**src/rtl/in_port_capture_if.sv**
```systemverilog
// Peripheral and CPU input-bus signals for one capture port.
// The master drives the peripheral and CPU side; the slave is the capture block.
interface in_port_capture_if #(
    parameter int WIDTH = 8
);
    logic [WIDTH-1:0] ext_data;
    logic             ext_strobe;
    logic             ext_ack;
    logic             rd_en;
    logic [3:0]       rd_addr;
    logic [WIDTH-1:0] data_out;
    logic             full;

    modport master (
        output ext_data,
        output ext_strobe,
        input  ext_ack,
        output rd_en,
        output rd_addr,
        input  data_out,
        input  full
    );

    modport slave (
        input  ext_data,
        input  ext_strobe,
        output ext_ack,
        input  rd_en,
        input  rd_addr,
        output data_out,
        output full
    );
endinterface

```
**src/rtl/in_port_capture.sv**
```systemverilog
// Captures a byte from an asynchronous 4-phase strobe/ack peripheral
// and holds it for the CPU input-port mux until this port is read.
module in_port_capture #(
    parameter int         WIDTH       = 8,
    parameter int         SYNC_STAGES = 2,
    parameter logic [3:0] PORT_ADDR   = 4'd0
) (
    input logic               clk,
    input logic               rst_n,
    in_port_capture_if.slave  bus
);

    if (SYNC_STAGES < 2 || SYNC_STAGES > 4) begin : g_bad_sync
        $error("SYNC_STAGES must be in 2..4");
    end

    typedef enum logic [1:0] {
        IDLE = 2'd0,
        HOLD = 2'd1,
        ACK  = 2'd2
    } state_t;

    state_t                 state_q;
    state_t                 state_d;
    logic [SYNC_STAGES-1:0] sync_q;
    logic                   s_strobe;
    logic                   rd_hit;
    logic                   capture;
    logic                   ack_q;
    logic                   ack_d;
    logic                   full_q;
    logic                   full_d;
    logic [WIDTH-1:0]       data_q;

    assign s_strobe = sync_q[SYNC_STAGES-1];
    assign rd_hit   = bus.rd_en && (bus.rd_addr == PORT_ADDR);

    // Bring the asynchronous strobe into the clk domain.
    always_ff @(posedge clk or negedge rst_n) begin
        if (!rst_n) begin
            sync_q <= '0;
        end else begin
            sync_q <= {sync_q[SYNC_STAGES-2:0], bus.ext_strobe};
        end
    end

    // Handshake FSM: decides when to capture and when to ack.
    always_comb begin
        state_d = state_q;
        ack_d   = ack_q;
        capture = 1'b0;
        unique case (state_q)
            IDLE: begin
                if (s_strobe) begin
                    if (!full_q) begin
                        capture = 1'b1;
                        ack_d   = 1'b1;
                        state_d = ACK;
                    end else begin
                        state_d = HOLD;
                    end
                end
            end
            HOLD: begin
                // Strobe withdrawn while stalled: abandon without capture.
                if (!s_strobe) begin
                    state_d = IDLE;
                end else if (!full_q) begin
                    capture = 1'b1;
                    ack_d   = 1'b1;
                    state_d = ACK;
                end
            end
            ACK: begin
                if (!s_strobe) begin
                    ack_d   = 1'b0;
                    state_d = IDLE;
                end
            end
            default: begin
                ack_d   = 1'b0;
                state_d = IDLE;
            end
        endcase
    end

    // Capture wins over a same-edge read: the read took the old byte.
    always_comb begin
        full_d = full_q;
        if (capture) begin
            full_d = 1'b1;
        end else if (rd_hit) begin
            full_d = 1'b0;
        end
    end

    // State, ack, flag and held byte registers.
    always_ff @(posedge clk or negedge rst_n) begin
        if (!rst_n) begin
            state_q <= IDLE;
            ack_q   <= 1'b0;
            full_q  <= 1'b0;
            data_q  <= '0;
        end else begin
            state_q <= state_d;
            ack_q   <= ack_d;
            full_q  <= full_d;
            if (capture) begin
                data_q <= bus.ext_data;
            end
        end
    end

    assign bus.ext_ack  = ack_q;
    assign bus.full     = full_q;
    assign bus.data_out = data_q;

endmodule

```
**src/flat_wrapper.sv**
```systemverilog
// flat-port wrapper written by rule: the top's interface ports become plain ports
module in_port_capture_flat 
#(
    parameter int         WIDTH       = 8,
    parameter int         SYNC_STAGES = 2,
    parameter logic [3:0] PORT_ADDR   = 4'd0
)
  (clk, rst_n, bus_ext_data, bus_ext_strobe, bus_ext_ack, bus_rd_en, bus_rd_addr, bus_data_out, bus_full);
  in_port_capture_if #(.WIDTH(WIDTH)) bus_i ();
  input logic clk;
  input logic rst_n;
  input wire logic [$bits(bus_i.ext_data)-1:0] bus_ext_data;
  input wire logic [$bits(bus_i.ext_strobe)-1:0] bus_ext_strobe;
  output wire logic [$bits(bus_i.ext_ack)-1:0] bus_ext_ack;
  input wire logic [$bits(bus_i.rd_en)-1:0] bus_rd_en;
  input wire logic [$bits(bus_i.rd_addr)-1:0] bus_rd_addr;
  output wire logic [$bits(bus_i.data_out)-1:0] bus_data_out;
  output wire logic [$bits(bus_i.full)-1:0] bus_full;
  assign bus_i.ext_data = bus_ext_data;
  assign bus_i.ext_strobe = bus_ext_strobe;
  assign bus_ext_ack = bus_i.ext_ack;
  assign bus_i.rd_en = bus_rd_en;
  assign bus_i.rd_addr = bus_rd_addr;
  assign bus_data_out = bus_i.data_out;
  assign bus_full = bus_i.full;
  in_port_capture #(.WIDTH(WIDTH), .SYNC_STAGES(SYNC_STAGES), .PORT_ADDR(PORT_ADDR)) u_core (.clk(clk), .rst_n(rst_n), .bus(bus_i));
endmodule
```
**config.mk**
```make
export PLATFORM = sky130hd
export DESIGN_NAME = in_port_capture_flat
export DESIGN_NICKNAME = d
export VERILOG_FILES = /design/src/rtl/in_port_capture_if.sv /design/src/rtl/in_port_capture.sv /design/src/flat_wrapper.sv
export SDC_FILE = /design/constraint.sdc
export NUM_CORES = 1
export LEC_CHECK = 0
export ABC_AREA = 1
export CAP_MARGIN = 20
export CORE_MARGIN = 4
export CORE_UTILIZATION = 42
export DETAILED_ROUTE_END_ITERATION = 12
export PLACE_DENSITY = 0.9
export SLEW_MARGIN = 20
export SYNTH_ARGS = -nofsm -noshare
export SYNTH_HDL_FRONTEND = slang
export SYNTH_SLANG_ARGS = --single-unit
```
**constraint.sdc**
```tcl
create_clock -name clk -period 1.6 [get_ports clk]
set_input_delay 0.16 -clock clk [delete_from_list [all_inputs] [get_ports clk]]
set_output_delay 0.16 -clock clk [all_outputs]
set_load 0.02 [all_outputs]
```
Word level (Yosys, flattened, before mapping)
Cells that the tools add are included.

Add/sub/neg operators: 0. Multiply operators: 0. Divide/modulo/power cells: 0. $lt $le $gt $ge: 0. Eq/ne operators: 7. Shift operators: 0. Multiplexer cells: 15. Bitwise gates (word level): 0. Reductions and logical operators: 7.

Operator list (count): 2-bit two-way mux (5); 1-bit two-way mux (8); 2-bit one-hot mux with 3 select lines (1); 3-bit AND reduction (2); 4-bit logical NOT (1); 2-bit by 1-bit != test with 1-bit output, second input constant (2); 2-bit != test, second input constant (2); 3-bit != test, second input constant (1); 2-bit by 1-bit == test with 1-bit output, second input constant (1); 2-bit == test, second input constant (1); 2-bit logical NOT (1); 1-bit one-hot mux with 2 select lines (1); 2-bit nonzero test (1); 2-bit OR reduction (1); 1-bit logical AND (1).

Register bits: 14. Latch bits: 0. Memory bits (writable): 0. ROM bits: 0. Input bits: 16. Output and inout port bits: 10. Memories: 0.

Depth between registers and ports, before layout
Gate-level depths: netlist of the first run.

Word-level depth: 4. Gate-level depth with buffers: 4. Mapped depth without buffers: 4.

Least setup slack after synthesis of the first run
Ideal clock, no wire load.

Kind: flip-flop to flip-flop. From: reg u_core.full_q (netlist: u_core.bus.full). To: reg u_core.ack_q (netlist: u_core.bus.ext_ack). Setup time: 0.074 ns. Arrival time: 0.950 ns. Path slack: 0.576 ns. Stages on the path, launching flop included: 5. Buffers on the path: 1. Cell sequence: dfrtp_1 inv_1 nand3_4 buf_6 a21oi_4.

Longest elaborated chain between the ends: 2.

RTL lines: from (decl) (line in_port_capture.sv:31) `logic full_q;`; from (signal assigned) (line in_port_capture.sv:107) `full_q <= full_d;`; 2-bit != test (no source line); 3-bit AND reduction (no source line); to (signal assigned) (line in_port_capture.sv:106) `ack_q <= ack_d;`; to (decl) (line in_port_capture.sv:29) `logic ack_q;`.

No other way between the ends. A chain may end at the register's enable or synchronous reset.

Worst setup path after layout of the first run
From: reg u_core.full_q (netlist: u_core.bus.full). To: out bus_full.

RTL lines: to (decl) (line flat_wrapper.sv:18) `output wire logic [$bits(bus_i.full)-1:0] bus_full;`.

No word-level cell between the ends.

==> results by group, run 1 <==
Status
  • Status: complete, no violations

Critical path
  • Worst Path Max Fanout: 3
  • Reg2Reg Depth: 4
  • Kind of cell adding the most delay to the critical path: buffers and inverters
  • Max stage delay on crit path: 0.62 ns
  • Worst Setup End Kind: output port
  • Critical Path, Cell by Cell: clkdlybuf4s50_1
  • Worst Path Required: 1.44 ns
  • RR Startpoint: u_core.state_q[1]$_DFFE_PN0P_
  • Worst Path Arrival: 1.26 ns
  • R2r setup slk: 0.52 ns
  • Slowest cell on the critical path: clkdlybuf4s50_1
  • R2r endpoint: u_core.bus.data_out[7]$_DFFE_PN0P_
  • Crit path launch type: flip-flop
  • WS Path Type: flip-flop to output port
  • WP buf/inv: 1

Logic synthesis
  • Syn Nets: 71
  • Sequential area share after synthesis: 60.6%
  • Synth area leaders: dfrtp_1 (61%), o21ai_2 (11%), inv_1 (7.8%)
  • Post-Synth Adder-Cell Area: 0%
  • Post-synthesis cell type count: 11
  • XOR/XNOR share of the synthesized area: 0%
  • Compound-Gate Fraction of Synth Area: 15.2%
  • Mapped Cells: 55
  • Post-synthesis mux area share: 0%
  • Post-synth top area share: 60.6%
  • Mapped Area: 578 um2
  • Simple-Gate Fraction of Synth Area: 14.5%
  • Synth area leader: dfrtp_1
  • Largest family of logic cells by synthesized area: compound AO/OA/AOI/OAI gates
  • Post-synthesis register bit count: 14
  • Synth Area per Inst: 10.5 um2
  • Syn. warnings: 0

GRT
  • Global routing usage on met1: 14.2%
  • Most used routing layer: met2
  • Initial antenna violation count: 0
  • Met2 GRT Util: 19.8%
  • First-pass GRT wire length: 1.79 mm
  • GRT Residual Overflow: 0
  • Global Route Usage Sum: 12.8%
  • Largest net degree at the start of global routing: 20
  • M3 GR Usage: 7.57%
  • Vias in the first global route: 428

Timing
  • Period utilization: 88.9%
  • RSZ-0062 raised after global routing: false
  • Post-route worst setup slack: 0.177 ns
  • Fin crit period: 1.42 ns
  • Fin Clk Skew: 0.00617 ns
  • Relative slew slack: 59.2%
  • Setup TNS: 0 ns
  • Final setup viols: 0
  • Fmax: 703 MHz
  • Worst-Margin Slew: 0.609 ns
  • Final hold viol count: 0
  • Final slew viol count: 0

Placed design
  • Gpl congestion: 0.662
  • Port Buffers: 25
  • Post-placement cell count: 94
  • Pre-CTS WS: 0.476 ns
  • Hpwl dp: 850 um

Power and ir drop
  • Internal power: 977 uW
  • Psw: 552 uW
  • Leak Pwr: 0.425 nW
  • Sw Ratio: 36.1%
  • Flop pwr share: 37.0%
  • Clk pwr share: 15.9%
  • Pwr Density: 1750 nW/um2
  • Comb pwr share: 47.0%
  • Max VDD drop: 0.00123 V

Route
  • Total Wirelength: 1.04 mm
  • Wirelength per Cell: 10.6 um
  • Via Count: 420
  • Remaining antenna violation count after routing: 0
  • 1st-iter DRT viols: 3
  • Drt pass-1 iters: 2
  • Post-DR vias/cell: 4.29
  • DRC: 0

Floorplanning
  • Row cnt: 13
  • Die height: 45.1 um
  • Die W: 45.1 um
  • CORE AREA: 1300 um2
  • Die footprint: 2030 um2
  • Initial core utilization: 44.4%
  • # IOs: 26

Clock network
  • Total CTS buffers: 3
  • Clk buf depth: 2
  • # hold bufs at CTS: 0
  • CTS resizes: 0
  • Clock-pin slew on the worst setup and hold paths: 0.08 ns
  • H-tree lvl count: 1
  • Root Driver: clkbuf_4
  • Buffers inserted by post-CTS timing repair: 0
  • Clock sinks: 14
  • CTS tree: built
  • Skew-Pair Late Insertion Delay: 0.27 ns

Min path
  • HP Class: primary input to asynchronous set/reset pin

Final layout
  • Commonest non-fill, non-tap cell in the layout: clkdlybuf4s50_1
  • Fin cells: 98
  • Nets: 100
  • Layout cells sized above 1: 15.7%
  • Area delta synth->final: 50.9%
  • Ant diodes: 0
  • Most frequent cells in the layout: clkdlybuf4s50_1 (25), dfrtp_1 (14), inv_1 (12), nand2_1 (12), o21ai_2 (7)
  • Fill count: 107

Job
  • Max cap viols: 0
Yosys cell counts:
cell,n
dfrtp_1,14
inv_1,12
nand2_1,12
o21ai_2,7
nor2_1,3
nand3_1,2
a21oi_1,1
a21oi_4,1
buf_6,1
nand3_4,1
o21ai_0,1
power by group through the flow:
| stage | registers [mW] | logic [mW] | clock network (mW) |
|---|---|---|---|
| 3_3_place_gp | 0.564 | 0.714 | 0 |
| 4_1_cts | 0.568 | 0.732 | 0.251 |
| 5_1_grt | 0.586 | 0.786 | 0.266 |
| 2_1_floorplan | 0.721 | 0.258 | 0 |
| 3_5_place_dp | 0.575 | 0.728 | 0 |
| 6_report | 0.566 | 0.719 | 0.243 |
cell families after synthesis:
| family | count (synthesis) |
|---|---|
| buf+inv | 13 |
| compound gates | 10 |
| simple gates | 18 |
| flops | 14 |
worst register-to-register path, cell delays in order (launching register included):
cell,delay [ns]
dfrtp_1,0.38
inv_1,0.13
nand3_4,0.24
nand2_1,0.16
o21ai_2,0.06
metal layers:
layer  share of wire, %  vias up
met5                  0        -
met4                  0        0
met3                 11        0
met2                 52       14
met1                 37      182
li1                   -      224
flip-flops by register name (all words and copies together) (netlist names):
register and cells:
u_core.bus.data_out 8, u_core.state_q 2, u_core.sync_q 2, u_core.bus.ext_ack 1
u_core.bus.full 1
how the worst max path moves through the flow:
stage	from	to	slack, ns	cells past startpoint
final	u_core.bus.full$_DFFE_PN0P_	bus_full	0.18	1
after global routing	u_core.bus.full$_DFFE_PN0P_	bus_full	0.13	1
after CTS	u_core.bus.full$_DFFE_PN0P_	bus_full	0.17	1
after detailed placement	u_core.bus.full$_DFFE_PN0P_	bus_full	0.48	1
after global placement	u_core.bus.full$_DFFE_PN0P_	bus_full	0.50	1
after floorplan	u_core.bus.full$_DFFE_PN0P_	u_core.bus.ext_ack$_DFFE_PN0P_	0.58	4
layout make-up:
class	count	area (um2)	area share [%]
timing repair buffer	25	250	28.7
multi-input combinational	28	171	19.7
tap	15	18.8	2.15
clock buffer	4	36.3	4.16
sequential	14	350	40.2
inverter	12	45.0	5.16
metrics by stage:
stage	instance area [um2]	hold WS (ns)	total power [mW]	util [%]
2_1_floorplan	578	-0.136	0.980	-
3_3_place_gp	836	0.335	1.28	64.2
3_5_place_dp	836	0.336	1.30	64.2
4_1_cts	872	0.276	1.55	67.0
5_1_grt	872	0.303	1.64	67.0
6_report	872	0.264	1.53	67.0
No activity file was read; power rests on OpenSTA's default activity.
==> run 2: changes to the inputs <==
- CTS_CLUSTER_SIZE: default -> 8
==> results of run 2 <==
No change in the layout: final DEF, timing and power equal those of run 1.
